===== src/rtl/dmem_access_ctrl_pkg.sv =====
// Shared definitions for the M-stage data-memory access controller:
// load/store size codes, FSM state encoding and size decode helpers.
package dmem_access_ctrl_pkg;

    localparam logic [2:0] LS_B  = 3'b000;
    localparam logic [2:0] LS_H  = 3'b001;
    localparam logic [2:0] LS_W  = 3'b010;
    localparam logic [2:0] LS_BU = 3'b100;
    localparam logic [2:0] LS_HU = 3'b101;

    typedef enum logic [1:0] {
        IDLE = 2'd0,
        BUSY = 2'd1,
        DONE = 2'd2
    } state_e;

    typedef enum logic [1:0] {
        SZ_B = 2'd0,
        SZ_H = 2'd1,
        SZ_W = 2'd2
    } size_e;

    // Unknown size codes fall back to a full word.
    function automatic size_e store_size(input logic [2:0] sel);
        case (sel)
            LS_B:    return SZ_B;
            LS_H:    return SZ_H;
            default: return SZ_W;
        endcase
    endfunction

    function automatic size_e load_size(input logic [2:0] sel);
        case (sel)
            LS_B, LS_BU: return SZ_B;
            LS_H, LS_HU: return SZ_H;
            default:     return SZ_W;
        endcase
    endfunction

endpackage


===== src/rtl/dmem_access_ctrl_lsu_align.sv =====
// Combinational lane logic: byte enables, store-data replication,
// misalignment detection and load lane extraction with extension.
module lsu_align
    import dmem_access_ctrl_pkg::*;
(
    input  logic        is_store_i,
    input  logic [31:0] addr_i,
    input  logic [31:0] wd_i,
    input  logic [2:0]  store_sel_i,
    input  logic [2:0]  load_sel_i,
    input  logic [31:0] rdata_i,
    output logic [3:0]  be_o,
    output logic [31:0] wdata_o,
    output logic        misaligned_o,
    output logic [31:0] load_ext_o
);

    size_e       size;
    logic [31:0] rdata_shifted;
    logic [7:0]  byte_v;
    logic [15:0] half_v;

    assign rdata_shifted = rdata_i >> {addr_i[1:0], 3'b000};
    assign byte_v        = rdata_shifted[7:0];
    assign half_v        = addr_i[1] ? rdata_i[31:16] : rdata_i[15:0];

    // NOTE: every signal written in an always_comb gets a default first, so no latch is inferred.
    always_comb begin
        size         = is_store_i ? store_size(store_sel_i) : load_size(load_sel_i);
        misaligned_o = 1'b0;
        be_o         = 4'b1111;
        wdata_o      = wd_i;
        load_ext_o   = rdata_i;

        case (size)
            SZ_B:    misaligned_o = 1'b0;
            SZ_H:    misaligned_o = addr_i[0];
            default: misaligned_o = |addr_i[1:0];
        endcase

        if (is_store_i) begin
            case (size)
                SZ_B: begin
                    be_o    = 4'b0001 << addr_i[1:0];
                    wdata_o = {4{wd_i[7:0]}};
                end
                SZ_H: begin
                    be_o    = addr_i[1] ? 4'b1100 : 4'b0011;
                    wdata_o = {2{wd_i[15:0]}};
                end
                default: begin
                    be_o    = 4'b1111;
                    wdata_o = wd_i;
                end
            endcase
        end

        case (load_sel_i)
            LS_B:    load_ext_o = {{24{byte_v[7]}}, byte_v};
            LS_BU:   load_ext_o = {24'h0, byte_v};
            LS_H:    load_ext_o = {{16{half_v[15]}}, half_v};
            LS_HU:   load_ext_o = {16'h0, half_v};
            default: load_ext_o = rdata_i;
        endcase
    end

endmodule


===== src/rtl/dmem_access_ctrl.sv =====
// M-stage data-memory controller: runs one req/ack access per load/store,
// freezes the pipeline while it is outstanding and aborts on bus timeout.
module dmem_access_ctrl
    import dmem_access_ctrl_pkg::*;
#(
    parameter int TIMEOUT = 16,
    parameter int CNT_W   = 5
) (
    input  logic        clk,
    input  logic        rst,
    input  logic        write_enable_dmem_M,
    input  logic        mem_read_M,
    input  logic [31:0] alu_rsl_M,
    input  logic [31:0] wd_M,
    input  logic [2:0]  store_sel_M,
    input  logic [2:0]  load_sel_M,
    output logic        dmem_req,
    output logic        dmem_we,
    output logic [31:0] dmem_addr,
    output logic [3:0]  dmem_be,
    output logic [31:0] dmem_wdata,
    input  logic        dmem_ack,
    input  logic [31:0] dmem_rdata,
    output logic [31:0] load_data_M,
    output logic        stall_mem,
    output logic        misaligned_M,
    output logic        bus_err
);

    state_e           state_q, state_d;
    logic [CNT_W-1:0] cnt_q, cnt_d;
    logic [31:0]      data_q, data_d;
    logic             bus_err_q, bus_err_d;

    logic        acc;
    logic        is_store;
    logic        mis;
    logic        timeout_hit;
    logic [3:0]  be_a;
    logic [31:0] wdata_a;
    logic [31:0] load_ext;

    assign acc      = write_enable_dmem_M | mem_read_M;
    assign is_store = write_enable_dmem_M;

    lsu_align u_align (
        .is_store_i   (is_store),
        .addr_i       (alu_rsl_M),
        .wd_i         (wd_M),
        .store_sel_i  (store_sel_M),
        .load_sel_i   (load_sel_M),
        .rdata_i      (dmem_rdata),
        .be_o         (be_a),
        .wdata_o      (wdata_a),
        .misaligned_o (mis),
        .load_ext_o   (load_ext)
    );

    assign misaligned_M = acc & mis;
    assign dmem_addr    = {alu_rsl_M[31:2], 2'b00};
    assign bus_err      = bus_err_q;

    // Counter holds the number of ack-less BUSY cycles already spent.
    assign timeout_hit = (TIMEOUT != 0) && (cnt_q == CNT_W'(TIMEOUT - 1));

    always_comb begin
        state_d     = state_q;
        cnt_d       = cnt_q;
        data_d      = data_q;
        bus_err_d   = 1'b0;
        stall_mem   = 1'b0;
        dmem_req    = 1'b0;
        dmem_we     = 1'b0;
        dmem_be     = 4'b0000;
        dmem_wdata  = 32'h0;
        load_data_M = 32'h0;

        case (state_q)
            IDLE: begin
                if (acc && !mis) begin
                    stall_mem = 1'b1;
                    cnt_d     = '0;
                    state_d   = BUSY;
                end
            end
            BUSY: begin
                stall_mem  = 1'b1;
                dmem_req   = 1'b1;
                dmem_we    = is_store;
                dmem_be    = be_a;
                dmem_wdata = is_store ? wdata_a : 32'h0;
                // Ack beats a simultaneous timeout.
                if (dmem_ack) begin
                    data_d  = is_store ? 32'h0 : load_ext;
                    state_d = DONE;
                end else if (timeout_hit) begin
                    bus_err_d = 1'b1;
                    data_d    = 32'h0;
                    state_d   = DONE;
                end else begin
                    cnt_d = cnt_q + 1'b1;
                end
            end
            DONE: begin
                load_data_M = data_q;
                state_d     = IDLE;
            end
            default: state_d = IDLE;
        endcase
    end

    // NOTE: state registers use non-blocking assignments so they all update from pre-edge values.
    always_ff @(posedge clk) begin
        if (rst) begin
            state_q   <= IDLE;
            cnt_q     <= '0;
            data_q    <= 32'h0;
            bus_err_q <= 1'b0;
        end else begin
            state_q   <= state_d;
            cnt_q     <= cnt_d;
            data_q    <= data_d;
            bus_err_q <= bus_err_d;
        end
    end

endmodule


===== config.mk =====
export PLATFORM = sky130hd
export DESIGN_NAME = dmem_access_ctrl
export DESIGN_NICKNAME = d
export VERILOG_FILES = /design/src/rtl/dmem_access_ctrl_pkg.sv /design/src/rtl/dmem_access_ctrl_lsu_align.sv /design/src/rtl/dmem_access_ctrl.sv
export SDC_FILE = /design/constraint.sdc
export NUM_CORES = 1
export LEC_CHECK = 0
export ABC_AREA = 0
export BUFFER_PORTS_ARGS = -buffer_cell sky130_fd_sc_hd__buf_4
export CAP_MARGIN = 20
export CORE_ASPECT_RATIO = 0.9
export CORE_MARGIN = 2
export CORE_UTILIZATION = 45
export DETAILED_ROUTE_END_ITERATION = 12
export GPL_ROUTABILITY_DRIVEN = 1
export GPL_TIMING_DRIVEN = 0
export HOLD_SLACK_MARGIN = 0.03
export PLACE_DENSITY = 0.89
export SLEW_MARGIN = 20
export SYNTH_ARGS = -nofsm -noshare
export SYNTH_HDL_FRONTEND = slang
export SYNTH_HIERARCHICAL = 1
export SYNTH_SLANG_ARGS = --single-unit

===== constraint.sdc =====
create_clock -name clk -period 2.44 [get_ports clk]
set_input_delay 0.244 -clock clk [delete_from_list [all_inputs] [get_ports clk]]
set_output_delay 0.244 -clock clk [all_outputs]
set_load 0.02 [all_outputs]

Word-level counts from Yosys, hierarchy flattened
Index checks and enable logic that the tools add are counted.
Word-level totals
  register bits after elaboration: 40
  bits of input ports: 107
  output and inout bits: 105
  word-level logic and storage cells: 67
Operators by class
  add/sub/neg operators: 1
  equality and inequality tests: 12
  shift-type cells: 2
  multiplexer cells: 30
  bitwise gates (word level): 3
  reductions and logical operators: 15
Operators by type and width (count)
  $mux 32: 6
  $pmux 32 s4: 1
  $pmux 32 s2: 1
  $shr 32x5->8: 1
  $mux 16: 1
  $mux 5: 3
  $mux 4: 3
  $pmux 2 s2: 3
  $pmux 5 s2: 1
  $mux 2: 4
  $pmux 4 s2: 1
  $eq 3x1->1 const B: 2
  $eq 3x3->1 const B: 2
  $logic_not 3->1: 2
  $ne 2x2->1 const B: 3
  $reduce_or 2->1: 3
  $add 5x1->5 const B: 1
  $eq 5x4->1 const B: 1
  $eq 2x1->1 const B: 2
  $logic_not 2->1: 2
  $mux 1: 4
  $pmux 1 s2: 2
  $reduce_and 2->1: 2
  $reduce_and 4->1: 1
  other kinds (10): 11

Depth between registers and ports, before layout
Gate-level depths: netlist of the first run.
  depth after elaboration: 10
  mapped depth: 9
  gate-level depth less buffers: 6

Modules after synthesis
The synthesis of the first run kept the hierarchy.
Modules (own cells, without submodules)
  dmem_access_ctrl: instances 1, cells an instance 302, area an instance 2278.4 µm²
  lsu_align: instances 1, cells an instance 224, area an instance 1278.7 µm²

Worst setup path after synthesis of the first run
OpenSTA, ideal clock, no wires.
  path type: flip-flop to flip-flop
  from: reg cnt_q[0]
  to: reg cnt_q[2]
  library setup time: 0.074 ns
  arrival time: 1.988 ns
  data required time: 2.366 ns
  slack: 0.378 ns
  cell stages (with the launch flop): 8
  clock period less this slack: 2.062 ns
  cells stage by stage: dfxtp_1 ha_1 and3_1 ha_1 or4b_1 buf_2 or3b_1 a31oi_1
Between the ends
  elaborated cells between the ends (all ways): 7
  classes of those cells: add/sub: 1; eq/ne: 2; mux: 3; reduce/logical: 1
RTL lines
  start: declaration: line dmem_access_ctrl.sv:31  | logic [CNT_W-1:0] cnt_q, cnt_d;
  start signal: assignment: line dmem_access_ctrl.sv:121  | cnt_q <= cnt_d;
  $eq 5x4->1: line dmem_access_ctrl.sv:64  | assign timeout_hit = (TIMEOUT != 0) && (cnt_q == CNT_W'(TIMEOUT - 1));
  net timeout_hit: line dmem_access_ctrl.sv:38  | logic timeout_hit;
  $ne 2x2->1 (no line)
  $reduce_and 4->1 (no line)
The timed path passes the listed nets, and every way through them passes these cells. The select of a mux whose other input is x is not followed.
A chain may end at the register's enable or synchronous reset.

Worst setup path after layout of the first run
  from: reg state_q[1]
  to: out dmem_wdata[15]
Between the ends
  word-level cells in the longest chain between the ends: 2
RTL lines
  start: declaration: line dmem_access_ctrl.sv:30  | state_e state_q, state_d;
  start signal: assignment: line dmem_access_ctrl.sv:120  | state_q <= state_d;
  $eq 2x1->1: line dmem_access_ctrl.sv:78  | case (state_q)
  $mux 32: line dmem_access_ctrl.sv:78
  end: declaration: line dmem_access_ctrl.sv:21  | output logic [31:0] dmem_wdata,
No other way between the ends.

==> reports/qor.yml, run 1 <==
synth:
  synth_edf_count: 0
  synth-async-reset-ratio: 0
  ys_types: 50
  yosysWarnings: 6
  synth_top_area_cell: "dfxtp_1"
  ys_seq_area_frac: 0.225
  syn_inst: 526
  synth_flop_cell: "dfxtp_1"
  postSynthRegisterBits: 40
  syn_area_um2: 3560
  syn-mean-instance-area_um2: 6.76
  synth.area.top_cells: "dfxtp_1, nand2_1, buf_4, o21ai_0, and2_1"
  synth_top_area_frac: 0.225
clocking:
  cts_root_buf: "clkbuf_8"
  cts_setup_buffers: 0
  clkTransAtPathRegs_ns: 0.08
  cts_max_level: 2
  clock_sinks: 40
  cts_buffer_depth: 2
  cts_tree: "yes"
  clk_latency_ns: 0.29
  cts_inserted_buffers: 5
worst_setup_path:
  r2r-end: "cnt_q[2]$_SDFFE_PP0P_"
  arrival_ns: 2.04
  crit_start: "state_q[1]$_SDFFE_PP0P_"
  rr_worst_depth: 7
  slowest_stage: "dfxtp_1"
  required_ns: 2.20
  endpoint_kind: "output pin"
  path_cells: "nand2b_1, clkbuf_1, inv_1, clkbuf_1, and3_1, buf_4"
  crit_type: "reg -> out"
  cp-start-kind: "register"
  r2r_setup_slack_ns: 0.21
  max_stage_delay_ns: 0.40
  cp_max_fo: 10
  r2r-start: "cnt_q[0]$_SDFFE_PP0P_"
  crit_path_frequent_cell: "clkbuf_1"
global_route:
  grt_pass1_vias: 4116
  antenna_found_initial: 0
  grt_use_total: 0.294
  overflow: 0
  grt_max_degree: 16
  grt_pass1_wl_um: 20700
sta:
  hold_viol: 0
  period_needed_ns: 2.29
  fin_tns_setup_ns: 0
  max_slew_margin: 0.637
  slew_violations: 0
  finalSetupViolCount: 0
  hold_ws_ns: 0.172
  max_freq_ghz: 0.437
  finalCritPeriodShare: 0.937
  fin_ws_ns: 0.154
  skew_ns: 0.00283
  rsz0062_at_grt: "false"
  worst_pin_slew_ns: 0.545
floorplanning:
  core-area_um2: 7620
  fp-row-count: 30
  die_area_um2: 8630
  initial_utilization: 0.467
  die_h_um: 88.3
  die_x_um: 97.7
  ios: 212
min_path:
  min_path_cells: 2
  min_from: "dmem_ack"
  hp-class: "in -> reg"
  min_to: "bus_err$_SDFF_PP0_"
placement:
  portBuffers: 175
  pre_cts_slack_ns: 0.194
  place_inst: 798
  dp_hpwl_um: 10700
  gp_congestion: 0.996
  placed_area_um2: 4990
route:
  drc: 0
  wl_um: 13400
  ant_nets: 0
  wl_per_cell_um: 16.6
  vias_per_cell: 5.50
  first_pass_iters: 5
  drt_iter0_drc: 411
  vias: 4431
power_and_ir_drop:
  irDropWorstVdd_mv: 0.241
  power_density_nw_per_um2: 361
  power_mw: 1.83
  cellLeakagePower_nw: 2.58
finish:
  n_antenna_cell: 0
  syn2layout_area_growth_pct: 42.7
  fin_nets: 818
  drive_above_1_share: 0.357
  fillers: 697
  stdcell_count: 805
  final_util: 0.666
  final_cell_mix: "buf_4, nand2_1, o21ai_0"
  final_area_um2: 5080
  layout_commonest_cell: "buf_4"
status:
  status: "completed"
flow_run:
  drv_cap: 0
==> Yosys cell counts (4+ instances only) <==
cell type / count
o21ai_0: 52
a22oi_1: 4
nand2b_1: 8
and2_1: 40
buf_4: 42
a221o_1: 8
inv_1: 5
dfxtp_1: 40
nor2_1: 6
a21oi_1: 40
mux2i_1: 9
nor2b_1: 5
and3_1: 33
clkbuf_1: 38
nand2_2: 10
a21o_1: 5
o22a_1: 4
nand3_1: 5
nand2_1: 122
==> sequential cells by signal (all words and copies together), names as in the netlist <==
| register | count |
|---|---|
| bus_err | 1 |
| data_q | 32 |
| cnt_q | 5 |
| state_q | 2 |
==> cell type report <==
type | count | area [um2] | area share
Buffer | 85 | 497 | 0.0978
Tap cell | 96 | 120 | 0.0237
Clock buffer | 5 | 68.8 | 0.0136
Clock inverter | 2 | 12.5 | 0.00246
Multi-Input combinational cell | 396 | 2240 | 0.441
Sequential cell | 40 | 801 | 0.158
Timing Repair Buffer | 175 | 1310 | 0.259
Inverter | 6 | 25.0 | 0.00493
==> kinds of logic (layout without fill, tap and decap cells) <==
group | count (synthesis) | in the layout | share of synthesized area
buf+inv | 91 | 273 | 0.146
flops | 40 | 40 | 0.225
fa+ha+maj | 2 | 2 | 0.00703
simple gates | 246 | 246 | 0.355
mux | 12 | 12 | 0.0380
other cells | 1 | 2 | 0.00105
compound gates | 134 | 134 | 0.228
==> report_power, final <==
part | switching (mW) | internal, mW
Combinational | 0.401 | 0.326
Sequential | 0.00940 | 0.667
Clock | 0.236 | 0.194
Total | 0.647 | 1.19
==> how the worst max path moves through the flow <==
stage	end	slack, ns	cells after the start
after floorplan	cnt_q[2]$_SDFFE_PP0P_	0.38	7
after global placement	stall_mem	0.20	8
after detailed placement	stall_mem	0.19	8
after CTS	stall_mem	0.18	8
after global routing	dmem_wdata[15]	0.08	6
final	dmem_wdata[15]	0.15	6
==> per-layer routing <==
metal  wire length [um]  global-route usage
met1               5650               0.406
met2               6240               0.501
met3               1190              0.0340
met4                300              0.0644
met5                  0                   0
==> timing repair <==
| action | in CTS | in global routing |
|---|---|---|
| hold buffers | 0 | 0 |
| endpoints found under the setup margin | 0 | 1 |
| resized for setup | 0 | 2 |
| hold endpoints to repair | 0 | 0 |
==> worst max-delay path: cells and delay by family (launching register included) <==
kind                   cells  cell delay [ns]
buffers and inverters      4             0.93
and+or+nand+nor            2             0.43
DFF                        1             0.40
Power figures use the tool's default switching activity.
==> run 2: changes to the inputs <==
- SETUP_SLACK_MARGIN: default -> 0.5
==> run 2 against run 1 <==
Against the previous run: register-to-register slack better by 0.21 ns; sequential power hardly changed; wire length is 3.1% higher; sequential share of layout area is 0.64 points lower; critical endpoint is now cnt_q[4]$_SDFFE_PP0P_; highest routed layer unchanged; hold slack worse by 0.033 ns; via count is 2.2% higher; cell count is 1.2% higher; critical path type is now reg -> reg; first-iteration DRC count is 0.97% higher.
==> reports/qor.yml, run 2 (synthesis results as in run 1) <==
status:
  status: "completed"
global_route:
  grt_pass1_wl_um: 20600
  met1_usage: 0.417
  antenna_found_initial: 0
  busiest_layer: "met2"
  overflow: 0
  use_met3: 0.0348
  grt_use_total: 0.297
  grt_max_degree: 16
  met2_usage: 0.494
  grt_pass1_vias: 3979
worst_setup_path:
  crit_type: "reg -> reg"
  cp_max_fo: 4
  slowest_stage: "or4b_4"
  max_stage_delay_ns: 0.47
  arrival_ns: 2.20
  endpoint_kind: "register"
  r2r_setup_slack_ns: 0.42
  cp-start-kind: "register"
  path_cells: "ha_4, and3_4, ha_4, or4b_4, buf_6, buf_4, buf_6, o211ai_1, a21oi_2"
  required_ns: 2.62
power_and_ir_drop:
  power_density_nw_per_um2: 382
  combPwrFrac: 0.374
  power_mw: 2.04
  p_sw_frac: 0.335
  irDropWorstVdd_mv: 0.225
  clockPowerShare: 0.293
  p_sw_mw: 0.683
  seqPwrFrac: 0.332
  cell_internal_pwr_mw: 1.36
  cellLeakagePower_nw: 2.72
clocking:
  clk_latency_ns: 0.30
  cts_tree: "yes"
  cts_buffer_depth: 2
  cts_inserted_buffers: 5
  cts_max_level: 2
  clock_sinks: 40
  clkTransAtPathRegs_ns: 0.08
  cts_root_buf: "clkbuf_8"
sta:
  finalSetupViolCount: 0
  fin_ws_ns: 0.416
  period_needed_ns: 2.02
  max_slew_margin: 0.616
  max_freq_ghz: 0.494
  hold_viol: 0
  slew_violations: 0
  worst_pin_slew_ns: 0.576
  finalCritPeriodShare: 0.829
  skew_ns: 0.00644
  rsz0062_at_grt: "true"
  fin_tns_setup_ns: 0
route:
  ant_nets: 0
  vias_per_cell: 5.55
  wl_um: 13800
  wl_per_cell_um: 16.9
  first_pass_iters: 6
  vias: 4527
  drc: 0
  drt_iter0_drc: 415
finish:
  final_area_um2: 5340
  fin_nets: 827
  n_antenna_cell: 0
  layout_commonest_cell: "buf_4"
  reg_top3: "data_q (32), cnt_q (5), state_q (2)"
  final_cell_mix: "buf_4, nand2_1, o21ai_0, and2_1, a21oi_1"
  largest_reg_flops: 32
  drive_above_1_share: 0.406
  syn2layout_area_growth_pct: 50.1
  regMostFlops: "data_q"
floorplanning:
  core-area_um2: 7620
  fp-row-count: 30
  die_x_um: 97.7
  ios: 212
  die_area_um2: 8630
  die_h_um: 88.3
  initial_utilization: 0.467
placement:
  gp_congestion: 0.985
  portBuffers: 175
  dp_hpwl_um: 10500
  pre_cts_slack_ns: 0.0792
  placed_area_um2: 5020
min_path:
  hp-class: "in -> reg"
flow_run:
  drv_cap: 0
## run 2: cell count changes in the layout (fill, tap and decap cells not counted), moves of 3 or more
cell	before	now
clkbuf_1	37	21
clkbuf_2	1	6
dfxtp_2	0	3
clkbuf_4	0	4
buf_4	217	229
buf_6	2	5
a21oi_1	40	37
dfxtp_1	40	36
## run 2: final cells by class
type	instances	area, um2
well taps	96	120
clock inverters	2	38.8
clock buffers	6	82.6
plain buffers	85	548
inverters	6	25.0
multi-input cells	396	2320
fillers	668	2280
flip-flops and latches	40	808
repair buffers	184	1400
## run 2: power by group through the flow
stage	clock network (mW)	logic, mW	registers [mW]
2_1_floorplan	0	0.414	0.689
3_3_place_gp	0	0.705	0.691
3_5_place_dp	0	0.710	0.693
4_1_cts	0.596	0.728	0.679
5_1_grt	0.628	0.813	0.680
6_report	0.599	0.764	0.678
## run 2: critical path: cells and delay by family (launching register included)
family	cells	cell delay, ns
AO/OA/AOI/OAI	2	0.20
adder cells (fa/ha/maj)	2	0.31
buffers and inverters	3	0.38
flip-flops	1	0.36
AND/OR/NAND/NOR	2	0.65
## run 2: what timing repair did
item                       4_1_cts  5_1_grt
cloned                           0        0
setup endpoints to repair       68       66
hold buffers                     0        0
pin swaps                        3        6
setup buffers                    5        4
gates resized for setup         29       37
## run 2: metal layers
metal | routed length [um] | vias up
met5 | 0 | -
met4 | 291 | 0
met3 | 1250 | 29
met2 | 6600 | 279
met1 | 5660 | 2094
li1 | - | 2125
## run 2: worst paths after layout
kind	start	cells after the start	end
worst max-delay path	cnt_q[0]$_SDFFE_PP0P_	9	cnt_q[4]$_SDFFE_PP0P_
worst min-delay path	dmem_ack	2	bus_err$_SDFF_PP0_
worst max register to register	cnt_q[0]$_SDFFE_PP0P_	9	cnt_q[4]$_SDFFE_PP0P_
worst min register to register	data_q[26]$_SDFFE_PP0P_	2	data_q[26]$_SDFFE_PP0P_
## run 2: through the flow
stage | hold slack, ns | util | instances
after CTS | 0.137 | 0.688 | 811
after floorplan | 0.321 | - | 527
after global routing | 0.136 | 0.701 | 815
after global placement | 0.456 | 0.659 | 798
final | 0.139 | 0.701 | 815
after detailed placement | 0.459 | 0.659 | 798
==> run 3: changes to the inputs <==
- clock period: 2.44 -> 2 ns (I/O delays scaled with it)
==> run 3 against run 2 <==
Against the previous run: register-to-register slack worse by 0.61 ns; die area unchanged; first-iteration DRC count up 80%; via count up 19%; worst setup slack worse by 0.61 ns; the run now ends with setup timing left; fmax down 7.7%; largest power group unchanged.
==> reports/qor.yml, run 3 (synthesis results as in run 1) <==
global_route:
  grt_use_total: 0.362
  antenna_found_initial: 0
  grt_max_degree: 14
  grt_pass1_wl_um: 24900
  grt_pass1_vias: 4787
  overflow: 0
power_and_ir_drop:
  irDropWorstVdd_mv: 0.369
  cellLeakagePower_nw: 3.10
  power_mw: 2.97
  power_density_nw_per_um2: 445
worst_setup_path:
  required_ns: 2.25
  max_stage_delay_ns: 0.52
  cp_max_fo: 5
  cp-start-kind: "register"
  r2r_setup_slack_ns: -0.19
  endpoint_kind: "register"
  rr_worst_depth: 8
  path_cells: "ha_4, and3_4, ha_4, or4b_1, buf_6, buf_4, or2_4, a21oi_2"
  arrival_ns: 2.44
  r2r-start: "cnt_q[1]$_SDFFE_PP0P_"
  slowest_stage: "or4b_1"
  crit_path_frequent_cell: "ha_4"
  crit_type: "reg -> reg"
  r2r-end: "cnt_q[4]$_SDFFE_PP0P_"
flow_run:
  drv_cap: 0
route:
  vias: 5375
  wl_per_cell_um: 23.5
  first_pass_iters: 6
  vias_per_cell: 6.36
  ant_nets: 0
  wl_um: 19900
  drc: 0
  drt_iter0_drc: 748
finish:
  syn2layout_area_growth_pct: 87.7
  layout_commonest_cell: "buf_4"
  n_antenna_cell: 0
  largest_reg_flops: 32
  drive_above_1_share: 0.594
  stdcell_count: 845
  fillers: 346
  reg_top3: "data_q (32), cnt_q (5), state_q (2)"
  regMostFlops: "data_q"
  final_cell_mix: "buf_4, nand2_1, buf_6, dfxtp_1, and3_4"
  fin_nets: 857
placement:
  gp_congestion: 1.01
  pre_cts_slack_ns: -0.0757
  dp_hpwl_um: 10200
  place_inst: 798
  portBuffers: 175
floorplanning:
  die_area_um2: 8630
  ios: 212
  core-area_um2: 7620
  die_x_um: 97.7
  initial_utilization: 0.467
  fp-row-count: 30
  die_h_um: 88.3
sta:
  fin_tns_setup_ns: -0.639
  fin_ws_ns: -0.194
  worst_pin_slew_ns: 0.620
  finalCritPeriodShare: 1.10
  rsz0062_at_grt: "true"
  slew_violations: 0
  max_slew_margin: 0.586
  max_freq_ghz: 0.456
  period_needed_ns: 2.19
  hold_ws_ns: 0.139
  finalSetupViolCount: 4
  skew_ns: 0.0242
  hold_viol: 0
clocking:
  cts_max_level: 2
  cts_root_buf: "clkbuf_8"
  clkTransAtPathRegs_ns: 0.11
  cts_tree: "yes"
  cts_inserted_buffers: 5
  cts_buffer_depth: 2
  clock_sinks: 40
  clk_latency_ns: 0.33
status:
  status: "finished, violations left"
  violations: "setup timing"
min_path:
  min_path_cells: 2
  min_from: "dmem_ack"
  min_to: "bus_err$_SDFF_PP0_"
  hp-class: "in -> reg"
-- run 3: metal layers --
metal | track usage | wire, um | up-vias
met5 | 0 | 0 | -
met4 | 0.149 | 1330 | 0
met3 | 0.0727 | 2510 | 165
met2 | 0.621 | 9170 | 541
met1 | 0.454 | 6850 | 2478
li1 | - | - | 2191
-- run 3: final cells by class --
class,count,area (um2),share of cell area
Inverter,6,40.0,0.00600
Clock buffer,6,82.6,0.0124
Timing Repair Buffer,214,1930,0.289
Buffer,85,759,0.114
Multi-Input combinational cell,396,2890,0.434
Clock inverter,2,38.8,0.00581
Sequential cell,40,811,0.121
Tap cell,96,120,0.0180
-- run 3: repair_timing --
item,4_1_cts,5_1_grt
hold buffers,0,0
gates cloned,8,0
endpoints found under the setup margin,111,110
gates resized for setup,178,153
pin swaps,64,66
setup buffers,25,6
-- run 3: through the flow --
stage | instance area (um2) | utilization
final | 6680 | 0.876
after global placement | 5130 | 0.673
after CTS | 6190 | 0.813
after global routing | 6680 | 0.876
after detailed placement | 5130 | 0.673
after floorplan | 3690 | -
-- run 3: report_power, final --
group,switching (mW),leakage (nW),internal (mW)
sequential,0.0212,0.326,0.815
combinational,0.707,2.71,0.661
clock,0.356,0.0614,0.409
-- run 3: how the worst max path moves through the flow --
stage	start	endpoint	slack [ns]	cells past startpoint
floorplan	cnt_q[1]$_SDFFE_PP0P_	cnt_q[2]$_SDFFE_PP0P_	0.04	7
global placement	cnt_q[0]$_SDFFE_PP0P_	cnt_q[2]$_SDFFE_PP0P_	-0.02	7
detailed placement	cnt_q[0]$_SDFFE_PP0P_	cnt_q[2]$_SDFFE_PP0P_	-0.08	7
CTS	cnt_q[0]$_SDFFE_PP0P_	cnt_q[2]$_SDFFE_PP0P_	-0.06	7
global route	cnt_q[1]$_SDFFE_PP0P_	cnt_q[4]$_SDFFE_PP0P_	-0.20	8
finish	cnt_q[1]$_SDFFE_PP0P_	cnt_q[4]$_SDFFE_PP0P_	-0.19	8
-- run 3: critical path: cells and delay by family (launching register included) --
family | cells | cell delay, ns
compound gates | 1 | 0.20
simple gates | 3 | 0.93
flops | 1 | 0.36
fa+ha+maj | 2 | 0.33
buf+inv | 2 | 0.30
